## src/rtl/sa_autosa_csb_pkg.sv

```systemverilog
// sa_autosa_csb_pkg: shared types and window-match helper for the CSB register master.
package sa_autosa_csb_pkg;
  localparam int ADDR_W = 16;
  localparam int DATA_W = 32;
  localparam int OFF_W  = 12;
  typedef enum logic [1:0] {IDLE, ACCESS, RESP} state_e;
  typedef struct packed {
    logic [OFF_W-1:0]  offset;
    logic [DATA_W-1:0] wdat;
    logic              write;
    logic              nposted;
    logic              in_win;
  } csb_req_t;
  // Word address bits [15:10] are byte address bits [17:12], the 4 KB window select.
  function automatic logic in_window(input logic [ADDR_W-1:0] addr, input logic [5:0] base_hi);
    return addr[ADDR_W-1:ADDR_W-6] == base_hi;
  endfunction
endpackage

```

## src/rtl/sa_autosa_csb_reg_master.sv

```systemverilog
// sa_autosa_csb_reg_master: CSB request to register-file access bridge, one request in flight.
// SA_AUTOSA_CSB_ERR_RSP_EN: report out-of-window requests with rsp_error (posted writes promoted).
module sa_autosa_csb_reg_master
  import sa_autosa_csb_pkg::*;
#(
  parameter logic [17:0] BASE_ADDR = 18'h02000
) (
  input  logic              autosa_core_clk,
  input  logic              autosa_core_rstn,
  input  logic              req_valid,
  output logic              req_ready,
  input  logic [ADDR_W-1:0] req_addr,
  input  logic [DATA_W-1:0] req_wdat,
  input  logic              req_write,
  input  logic              req_nposted,
  output logic              rsp_valid,
  input  logic              rsp_ready,
  output logic [DATA_W-1:0] rsp_data,
  output logic              rsp_is_wr,
  output logic              rsp_error,
  output logic [OFF_W-1:0]  reg_offset,
  output logic [DATA_W-1:0] reg_wr_data,
  output logic              reg_wr_en,
  input  logic [DATA_W-1:0] reg_rd_data
);
`ifdef SA_AUTOSA_CSB_ERR_RSP_EN
  localparam logic ERR_EN = 1'b1;
`else
  localparam logic ERR_EN = 1'b0;
`endif
  localparam logic [5:0] BASE_HI = BASE_ADDR[17:12];
  state_e            state_q, state_d;
  csb_req_t          req_q, req_d;
  logic [DATA_W-1:0] rsp_data_q, rsp_data_d;
  logic              rsp_is_wr_q, rsp_is_wr_d;
  logic              rsp_error_q, rsp_error_d;
  logic              need_rsp;
  assign need_rsp = !req_q.write || req_q.nposted || (ERR_EN && !req_q.in_win);
  always_comb begin
    state_d     = state_q;
    req_d       = req_q;
    rsp_data_d  = rsp_data_q;
    rsp_is_wr_d = rsp_is_wr_q;
    rsp_error_d = rsp_error_q;
    if (state_q == IDLE && req_valid) begin
      req_d   = '{offset:  {req_addr[OFF_W-3:0], 2'b00},
                  wdat:    req_wdat,
                  write:   req_write,
                  nposted: req_nposted,
                  in_win:  in_window(req_addr, BASE_HI)};
      state_d = ACCESS;
    end
    if (state_q == ACCESS) begin
      rsp_data_d  = (!req_q.write && req_q.in_win) ? reg_rd_data : '0;
      rsp_is_wr_d = req_q.write;
      rsp_error_d = ERR_EN && !req_q.in_win;
      state_d     = need_rsp ? RESP : IDLE;
    end
    if (state_q == RESP && rsp_ready) state_d = IDLE;
  end
  always_ff @(posedge autosa_core_clk or negedge autosa_core_rstn) begin
    if (!autosa_core_rstn) begin
      state_q     <= IDLE;
      req_q       <= '0;
      rsp_data_q  <= '0;
      rsp_is_wr_q <= 1'b0;
      rsp_error_q <= 1'b0;
    end else begin
      state_q     <= state_d;
      req_q       <= req_d;
      rsp_data_q  <= rsp_data_d;
      rsp_is_wr_q <= rsp_is_wr_d;
      rsp_error_q <= rsp_error_d;
    end
  end
  assign req_ready   = state_q == IDLE;
  assign rsp_valid   = state_q == RESP;
  assign rsp_data    = rsp_data_q;
  assign rsp_is_wr   = rsp_is_wr_q;
  assign rsp_error   = rsp_error_q;
  assign reg_offset  = req_q.offset;
  assign reg_wr_data = req_q.wdat;
  assign reg_wr_en   = state_q == ACCESS && req_q.write && req_q.in_win;
endmodule

```

## config.mk

```make
export PLATFORM = sky130hd
export DESIGN_NAME = sa_autosa_csb_reg_master
export DESIGN_NICKNAME = d
export VERILOG_FILES = /design/src/rtl/sa_autosa_csb_pkg.sv /design/src/rtl/sa_autosa_csb_reg_master.sv
export SDC_FILE = /design/constraint.sdc
export NUM_CORES = 1
export LEC_CHECK = 0
export BUFFER_PORTS_ARGS = -buffer_cell sky130_fd_sc_hd__buf_2
export CORE_MARGIN = 2
export CORE_UTILIZATION = 24
export DETAILED_ROUTE_END_ITERATION = 8
export GPL_TIMING_DRIVEN = 0
export MAX_ROUTING_LAYER = met4
export PLACE_DENSITY = 0.5
export SLEW_MARGIN = 10
export SYNTH_ARGS = -nofsm -noshare
export SYNTH_HDL_FRONTEND = slang
export SYNTH_SLANG_ARGS = --single-unit
export TNS_END_PERCENT = 5
```

## constraint.sdc

```tcl
create_clock -name autosa_core_clk -period 3.4 [get_ports autosa_core_clk]
set_clock_uncertainty 0.2 [all_clocks]
set_input_delay 0.85 -clock autosa_core_clk [delete_from_list [all_inputs] [get_ports autosa_core_clk]]
set_output_delay 0.85 -clock autosa_core_clk [all_outputs]
set_load 0.03 [all_outputs]
```

# Yosys cells after proc, flatten, opt, wreduce, memory -nomap -nowiden
# Cells that the tools add are included.
# W data, S select, Z words.
dict set report word_totals {
  in_bits 86
  output_inout_bits 81
  wordCells 25
  ff_bits 80
}
dict set report op_classes {
  n_eq_ne 3
  n_reduce_logical 9
  muxes 5
}
# cell count
set ops {}
lappend ops {{$mux W32} 1}
lappend ops {{$mux W2} 4}
lappend ops {{$eq A6 B2 Y1 const B} 1}
lappend ops {{$logic_and A1 B1 Y1} 5}
lappend ops {{$reduce_bool A3 Y1} 1}
lappend ops {{$eq A2 B1 Y1 const B} 1}
lappend ops {{$eq A2 B2 Y1 const B} 1}
lappend ops {{$logic_not A2 Y1} 1}
lappend ops {{$logic_not A1 Y1} 1}
lappend ops {{$logic_or A1 B1 Y1} 1}

# Logic depth before layout (Yosys ltp)
# Gate-level depths: netlist of the first run.
dict set report depth {
  word_depth 5
  mapped_depth 5
  ltp_nobuf 3
}

# Least setup slack after synthesis of the first run
# OpenSTA, ideal clock, no wires.
dict set report synth_path {
  path_type {reg-to-output}
  startpoint {reg state_q[1]}
  endpoint {out reg_wr_en}
  required_time_ns 2.350
  stages_incl_launch_ff 5
  slack_ns 0.836
  n_path_buf 2
  arrival_time_ns 1.514
  path_cell_list {dfrtp_1 -> nand2b_1 -> buf_6 -> buf_2 -> nor3_1}
}
dict set report synth_between {
  elab_chain_cells 3
}
# element line_no
set synth_rtl {}
lappend synth_rtl {{start: declaration} sa_autosa_csb_reg_master.sv:32} ;# state_e state_q, state_d;
lappend synth_rtl {{start signal: assignment} sa_autosa_csb_reg_master.sv:69} ;# state_q <= state_d;
lappend synth_rtl {{$eq A2 B1 Y1} sa_autosa_csb_reg_master.sv:83} ;# assign reg_wr_en = state_q == ACCESS && req_q.write && req_q.in_win;
lappend synth_rtl {{$logic_and A1 B1 Y1 (2 in a row)} sa_autosa_csb_reg_master.sv:83}
lappend synth_rtl {{end: declaration} sa_autosa_csb_reg_master.sv:23} ;# output logic reg_wr_en,
# No other way between the ends.

# Final worst setup path of the first run
# Ends and elaborated chain as after synthesis.

==> impl_metrics.toml, run 1 <==
[status]
status = "finished clean"

[clock_network]
cts_tree = "built"
clkLatencyLatePin_ps = 340
htreeDepth = 3
cts_resized = 0
postCtsHoldBufs = 0
cts_sinks = 80
clockBufferDepth = 2
path_clk_slew_ps = 60
root_buffer = "clkbuf_16"
numCtsBuffers = 9
post_cts_buffers = 0

[yosys]
synth_top_area_share_pct = 59.5
ys_async_sr_fraction_pct = 100
synthTopCellsByArea = "dfrtp_1 (60%), buf_4 (10%), mux2_2 (9.4%)"
synthDistinctLibCells = 22
synth_cells = 233
synth_flop_cell = "dfrtp_1"
synth.cell_area_sq_mm = 0.00336
ys_warn_count = 0
yosysTopAreaCell = "dfrtp_1"
syn_avg_cell_area_sq_um = 14.4
synth_edf_count = 0
synth_seq_cells = 80
synth_seq_area_share_pct = 59.5

[die]
fp.dieW_um = 122
fp.coreArea_sq_mm = 0.0138
initial_core_util_pct = 24.4
num_rows = 43
dieArea_sq_mm = 0.0150
io-pin-count = 167
die_y_um = 122

[sta]
tightest_slew_ps = 587
period_share_pct = 79.9
final-setup-viol-count = 0
hold_violations = 0
max_freq_mhz = 368
rsz0062_at_grt = "false"
finalCriticalPeriod_ps = 2710
tns_ps = 0
drv_slew = 0
slew_headroom_pct = 60.9

[placed_design]
place_inst = 579
place_congestion = 0.739
portBuffers = 163
dp_hpwl_mm = 5.80
placedInstanceArea_sq_mm = 0.00444

[route]
wl_per_cell_um = 13.1
ant_nets = 0
drt-total-wl_mm = 7.81
vias_per_cell = 3.97
drtIter0Drc = 64
first_pass_iters = 3
vias = 2360
drc = 0

[worst_setup_path]
cp-start-kind = "register"
path_max_fanout = 10
arrival_ps = 1660
required_ps = 2350
r2r-start = "state_q[1]"
cp-end-kind = "primary output"
crit_start = "state_q[1]"
critPathKind = "reg2out"

[global_routing]
grt_antenna_before_repair = 0
first_global_vias = 2394
grt_pass1_wl_mm = 12.0
grt.overflow.total = 0
grt_max_degree = 49
grt_usage_pct = 11.0

[power]
swShare_pct = 36.2
p_int_w = 0.00282
leakagePower_nw = 2.53
p_seq_share_pct = 32.3
p_per_area_mw_per_mm2 = 927
clkPwrFrac_pct = 23.8
p_switching_w = 0.00160
combPwrFrac_pct = 44.0
ir_worst_vdd_mv = 0.346
power_w = 0.00442

[layout]
antenna_cells = 0
fin_area_sq_mm = 0.00476
layout.nets = 496
drive_above_1_share_pct = 66.0
area_delta_synth_final_pct = 41.6
stdcell_count = 595

[min_path]
hp-class = "in2async"

[run]
maxCapViolations = 0
[power by group through the flow]
stage / Combinational, W / Clock [W] / Sequential, W
final: 0.00194 / 0.00105 / 0.00142
after global routing: 0.00209 / 0.00114 / 0.00147
after CTS: 0.00198 / 0.00110 / 0.00143
after detailed placement: 0.00197 / 0 / 0.00144
after global placement: 0.00195 / 0 / 0.00143
after floorplan: 0.00148 / 0 / 0.00145
[final timing paths]
check	endpoint	slack [ps]	cells after the start
setup / recovery	reg_wr_en	690	5
hold / removal	reg_wr_data[17]	260	1
setup reg to reg	reg_wr_data[3]	1560	4
hold reg to reg	rsp_is_wr	280	2
max in group asynchronous	reg_wr_data[27]	2140	2
min in group autosa_core_clk	rsp_is_wr	280	2
[synthesized netlist by cell type, drive strengths merged (2+ instances only)]
cell type,number
dfrtp,80
buf,55
mux2,43
a22o,32
o21ai,5
inv,3
nand2,3
clkbuf,2
nor3,2
[cell type report]
| class | count | area [sq um] |
|---|---|---|
| multi-input combinational | 95 | 922 |
| buffer | 57 | 435 |
| inverter | 3 | 11.3 |
| sequential | 80 | 2000 |
| tap | 180 | 225 |
| clock buffer | 11 | 243 |
| fill | 1436 | 9010 |
| timing repair buffer | 164 | 846 |
| clock inverter | 5 | 78.8 |
[worst max-delay path: stages (launching register included)]
cell and delay (ps):
dfrtp_1 440, nand2b_1 180, buf_6 150, buf_2 180, nor3_1 150, buf_2 230
[cell usage in the layout (no fill, tap or decap), types with 5 or more instances in the layout]
cell,count
o21ai_0,5
clkbuf_16,9
buf_4,47
mux2_4,10
buf_2,165
buf_6,6
mux2_1,5
dfrtp_1,80
a22o_1,32
mux2_2,28
[cell families after synthesis]
| logic type | Yosys count | share of synthesized area, % |
|---|---|---|
| flip-flops | 80 | 59.5 |
| buffers and inverters | 60 | 13.3 |
| multiplexers | 43 | 15.5 |
| AO/OA/AOI/OAI | 38 | 9.30 |
| AND/OR/NAND/NOR | 11 | 2.27 |
| other | 1 | 0.112 |
[state kept, by name (all words and copies together) (netlist names)]
| signal | flops |
|---|---|
| reg_wr_data | 32 |
| rsp_is_wr | 1 |
| reg_offset | 10 |
| req_q | 3 |
| state_q | 2 |
| rsp_data | 32 |
[layer usage]
metal / up-vias / part of all wire [%] / wire (um) / track usage [%]
met1: 1116 / 43 / 3380 / 13.1
met5: - / 0 / 0 / -
met2: 100 / 47 / 3650 / 16.8
met4: 0 / 3.0 / 238 / 6.82
li1: 1126 / - / - / -
met3: 18 / 6.9 / 541 / 2.74
[per-stage QoR]
| step | util [%] | worst slack, ps | hold slack [ps] |
|---|---|---|---|
| after floorplan | - | 836 | 255 |
| after global placement | 32.0 | 612 | 268 |
| after detailed placement | 32.2 | 1030 | 274 |
| after CTS | 34.6 | 652 | 261 |
| after global routing | 34.6 | 543 | 292 |
| final | 34.6 | 685 | 259 |
No activity file was read; power rests on OpenSTA's default activity.
==> run 2: changes to the inputs <==
Clock period 3.4 ns to 2.6 ns, I/O delays scaled along.
==> impl_metrics.toml, run 2 (synthesized netlist as in run 1, its figures left out) <==
[route]
first_pass_iters = 4
vias = 2358
wl_per_cell_um = 13.1
drc = 0
ant_nets = 0
vias_per_cell = 3.96
drt-total-wl_mm = 7.79
drtIter0Drc = 66

[worst_setup_path]
critPathKind = "reg2out"
crit_end = "reg_wr_en"
cp_cell_sequence = "nand2b_1, buf_6, buf_2, nor3_2, buf_4"
required_ps = 1750
cp_slowest_cell = "dfrtp_1"
crit_start = "state_q[1]"
worstRegToRegCells = 4
arrival_ps = 1590
r2r_end = "reg_wr_data[3]"
r2r_setup_slack_ps = 770
max_stage_delay_ps = 430
r2r-start = "state_q[1]"
path_max_fanout = 10
cp-end-kind = "primary output"
cp-start-kind = "register"

[layout]
regArea_sq_mm = 0.00200
area_delta_synth_final_pct = 41.9
final_common_cell = "buf_2"
multiInputGateArea_sq_um = 927
fin_area_sq_mm = 0.00477
layout_common_cells = "buf_2 (164), dfrtp_1 (80), buf_4 (48), a22o_1 (32), mux2_2 (28)"
drive_above_1_share_pct = 66.3
layout.nets = 496
finish.utilization_pct = 34.6
fill_cells = 1435
stdcell_count = 595
antenna_cells = 0

[sta]
slew_headroom_pct = 61.1
drv_slew = 0
rsz0062_at_grt = "false"
tns_ps = 0
tightest_slew_ps = 583
hold_violations = 0
finalCriticalPeriod_ps = 2440
period_share_pct = 93.8
max_freq_mhz = 410
final-setup-viol-count = 0

[power]
p_per_area_mw_per_mm2 = 1210
ir_worst_vdd_mv = 0.451
power_w = 0.00577
leakagePower_nw = 2.53

[global_routing]
grt_pass1_wl_mm = 12.0
first_global_vias = 2394
grt.overflow.total = 0
grt_usage_pct = 11.0
grt_antenna_before_repair = 0
grt_max_degree = 49

[placed_design]
place_inst = 579
place_congestion = 0.739
placedInstanceArea_sq_mm = 0.00444
portBuffers = 163
dp_hpwl_mm = 5.80

[min_path]
hp-class = "in2async"

[run]
maxCapViolations = 0

[die]
die_y_um = 122
io-pin-count = 167
dieArea_sq_mm = 0.0150
initial_core_util_pct = 24.4
num_rows = 43
fp.coreArea_sq_mm = 0.0138
fp.dieW_um = 122

[clock_network]
numCtsBuffers = 9
htreeDepth = 3
clockBufferDepth = 2
clkLatencyLatePin_ps = 340
root_buffer = "clkbuf_16"
path_clk_slew_ps = 60
cts_sinks = 80
cts_tree = "built"

[status]
status = "finished clean"
## run 2: cell counts in the layout (fill, tap and decap cells not counted)
No cell type changed its count.
## run 2: cell type report
| class | instances | area share [%] |
|---|---|---|
| clock inverters | 5 | 1.65 |
| clock buffers | 11 | 5.09 |
| inverters | 3 | 0.236 |
| repair buffers | 164 | 17.8 |
| plain buffers | 57 | 9.13 |
| flip-flops and latches | 80 | 42.0 |
| well taps | 180 | 4.72 |
| multi-input cells | 95 | 19.4 |
## run 2: critical path: cells and delay by family (launching register included)
family                 cells  cell delay, ps
buffers and inverters      3             510
flip-flops                 1             430
AND/OR/NAND/NOR            2             300
## run 2: where the power goes
group          leakage, nW  internal (W)  switching (W)
combinational         1.36       0.00117        0.00137
sequential            1.02       0.00165       0.000214
clock                0.160      0.000867       0.000504
total                 2.53       0.00369        0.00209
## run 2: how the worst min path moves through the flow
| stage | from | end | slack, ps | cells past startpoint |
|---|---|---|---|---|
| 2_1_floorplan | autosa_core_rstn | reg_offset[10] | 150 | 0 |
| 3_3_place_gp | rsp_is_wr | rsp_is_wr | 270 | 2 |
| 3_5_place_dp | rsp_is_wr | rsp_is_wr | 270 | 2 |
| 4_1_cts | autosa_core_rstn | reg_wr_data[17] | 60 | 1 |
| 5_1_grt | autosa_core_rstn | reg_wr_data[17] | 90 | 1 |
| 6_report | autosa_core_rstn | reg_wr_data[17] | 60 | 1 |
## run 2: stage by stage
step                      setup WS (ps)  hold slack [ps]
after global placement             12.3              268
final                               161             59.4
after floorplan                     236              154
after CTS                          51.7             60.6
after global routing               35.7             92.0
after detailed placement            426              274
## run 2: layer usage
metal / global-route usage [%] / vias up / share of wire (%)
met5: - / - / 0
met1: 13.1 / 1114 / 43
li1: - / 1126 / -
met3: 2.74 / 18 / 6.9
met4: 6.82 / 0 / 3.1
met2: 16.8 / 100 / 47
## run 2: repair_timing
| item | CTS | global route |
|---|---|---|
| setup endpoints to repair | 0 | 1 |
| hold buffers | 0 | 0 |
| buffers inserted | 0 | 0 |
| resized for setup | 0 | 3 |
==> run 3: changes to the inputs <==
Settings changed: CORE_MARGIN 2 to 4.
==> impl_metrics.toml, run 3 (synthesized netlist as in run 1, its figures left out) <==
[clock_network]
cts_tree = "built"
numCtsBuffers = 9
clockBufferDepth = 2
path_clk_slew_ps = 60
cts_sinks = 80
htreeDepth = 3
postCtsHoldBufs = 0
post_cts_buffers = 0
cts_resized = 0
root_buffer = "clkbuf_16"
clkLatencyLatePin_ps = 330

[die]
die_y_um = 126
num_rows = 42
fp.dieW_um = 126
io-pin-count = 167
initial_core_util_pct = 24.9
dieArea_sq_mm = 0.0160
fp.coreArea_sq_mm = 0.0135

[global_routing]
grt_pass1_wl_mm = 13.1
grt_max_degree = 46
grt_antenna_before_repair = 0
grt_usage_pct = 10.7
first_global_vias = 2568
grt.overflow.total = 0

[sta]
finalCriticalPeriod_ps = 2480
whs_ps = 81.2
rsz0062_at_grt = "false"
slew_headroom_pct = 66.3
tightest_slew_ps = 506
final-setup-viol-count = 0
max_freq_mhz = 404
drv_slew = 0
period_share_pct = 95.2
hold_violations = 0

[worst_setup_path]
arrival_ps = 1630
cp_slowest_cell = "dfrtp_1"
path_max_fanout = 10
required_ps = 1750
crit_start = "state_q[1]"
cp-end-kind = "primary output"
cp_common_cell = "buf_2"
cp_cell_sequence = "nand2b_1, buf_6, buf_2, nor3_1, buf_2"
critPathKind = "reg2out"
cp-start-kind = "register"
max_stage_delay_ps = 430
r2r-start = "state_q[0]"

[layout]
final_common_cell = "buf_2"
fill_cells = 1394
drive_above_1_share_pct = 66.3
layout.nets = 496
layout_common_cells = "buf_2 (165), dfrtp_1 (80), buf_4 (47), a22o_1 (32), mux2_2 (28)"
area_delta_synth_final_pct = 41.5
antenna_cells = 0
stdcell_count = 591

[placed_design]
portBuffers = 163
dp_hpwl_mm = 6.20
place_inst = 575
place_congestion = 0.763

[power]
swShare_pct = 36.5
combPwrFrac_pct = 44.1
p_per_area_mw_per_mm2 = 1210
ir_worst_vdd_mv = 0.607
power_w = 0.00576
p_int_w = 0.00366
leakagePower_nw = 2.52
p_seq_share_pct = 32.6
clkPwrFrac_pct = 23.3
p_switching_w = 0.00210

[route]
wl_per_cell_um = 13.6
first_pass_iters = 4
drtIter0Drc = 52
vias = 2384
ant_nets = 0
drc = 0
vias_per_cell = 4.03
drt-total-wl_mm = 8.03

[status]
status = "finished clean"

[min_path]
hp-class = "in2async"

[run]
maxCapViolations = 0
==> run 3: layer usage <==
metal  share of wire (%)  up-vias  GRT usage, %  wire [um]
met4                 1.2        0          3.03         97
li1                    -     1125             -          -
met3                 7.4        9          4.67        591
met5                   0        -             -          0
met2                  50       91          16.8       4000
met1                  42     1159          12.6       3350
==> run 3: layout make-up <==
class,instances,area (sq um),area share (%)
plain buffers,57,435,9.15
clock buffers,9,225,4.73
clock inverters,7,96.3,2.02
inverters,3,11.3,0.237
multi-input cells,95,922,19.4
flip-flops and latches,80,2000,42.1
well taps,176,220,4.63
repair buffers,164,846,17.8
==> run 3: per-stage QoR <==
| stage | TNS [ps] | util (%) | worst slack (ps) | cell area [sq um] |
|---|---|---|---|---|
| 6_report | 0 | 35.2 | 124 | 4760 |
| 5_1_grt | 0 | 35.2 | 5.18 | 4760 |
| 4_1_cts | 0 | 35.2 | 68.8 | 4760 |
| 3_5_place_dp | 0 | 32.9 | 453 | 4440 |
| 3_3_place_gp | -24.5 | 32.6 | -2.30 | 4410 |
| 2_1_floorplan | 0 | - | 236 | 3370 |
==> run 3: worst max-delay path, delay by kind of cell (launching register included) <==
family | cells | cell delay [ps]
buf+inv | 3 | 560
flops | 1 | 430
simple gates | 2 | 300
==> run 3: final timing paths <==
kind                                  endpoint  slack, ps  cells past startpoint
worst max-delay path                 reg_wr_en        120                      5
worst min-delay path            reg_wr_data[0]         80                      1
worst max register to register  reg_wr_data[6]        830                      4
worst min register to register       rsp_is_wr        280                      2
max in group asynchronous       reg_wr_data[2]       1520                      2
min in group autosa_core_clk         rsp_is_wr        280                      2
==> run 3: power by group through the flow <==
stage               Clock (W)  Sequential, W  Combinational, W
detailed placement          0        0.00190           0.00259
global placement            0        0.00188           0.00257
CTS                   0.00141        0.00188           0.00260
finish                0.00134        0.00188           0.00254
floorplan                   0        0.00190           0.00193
global route          0.00147        0.00194           0.00272
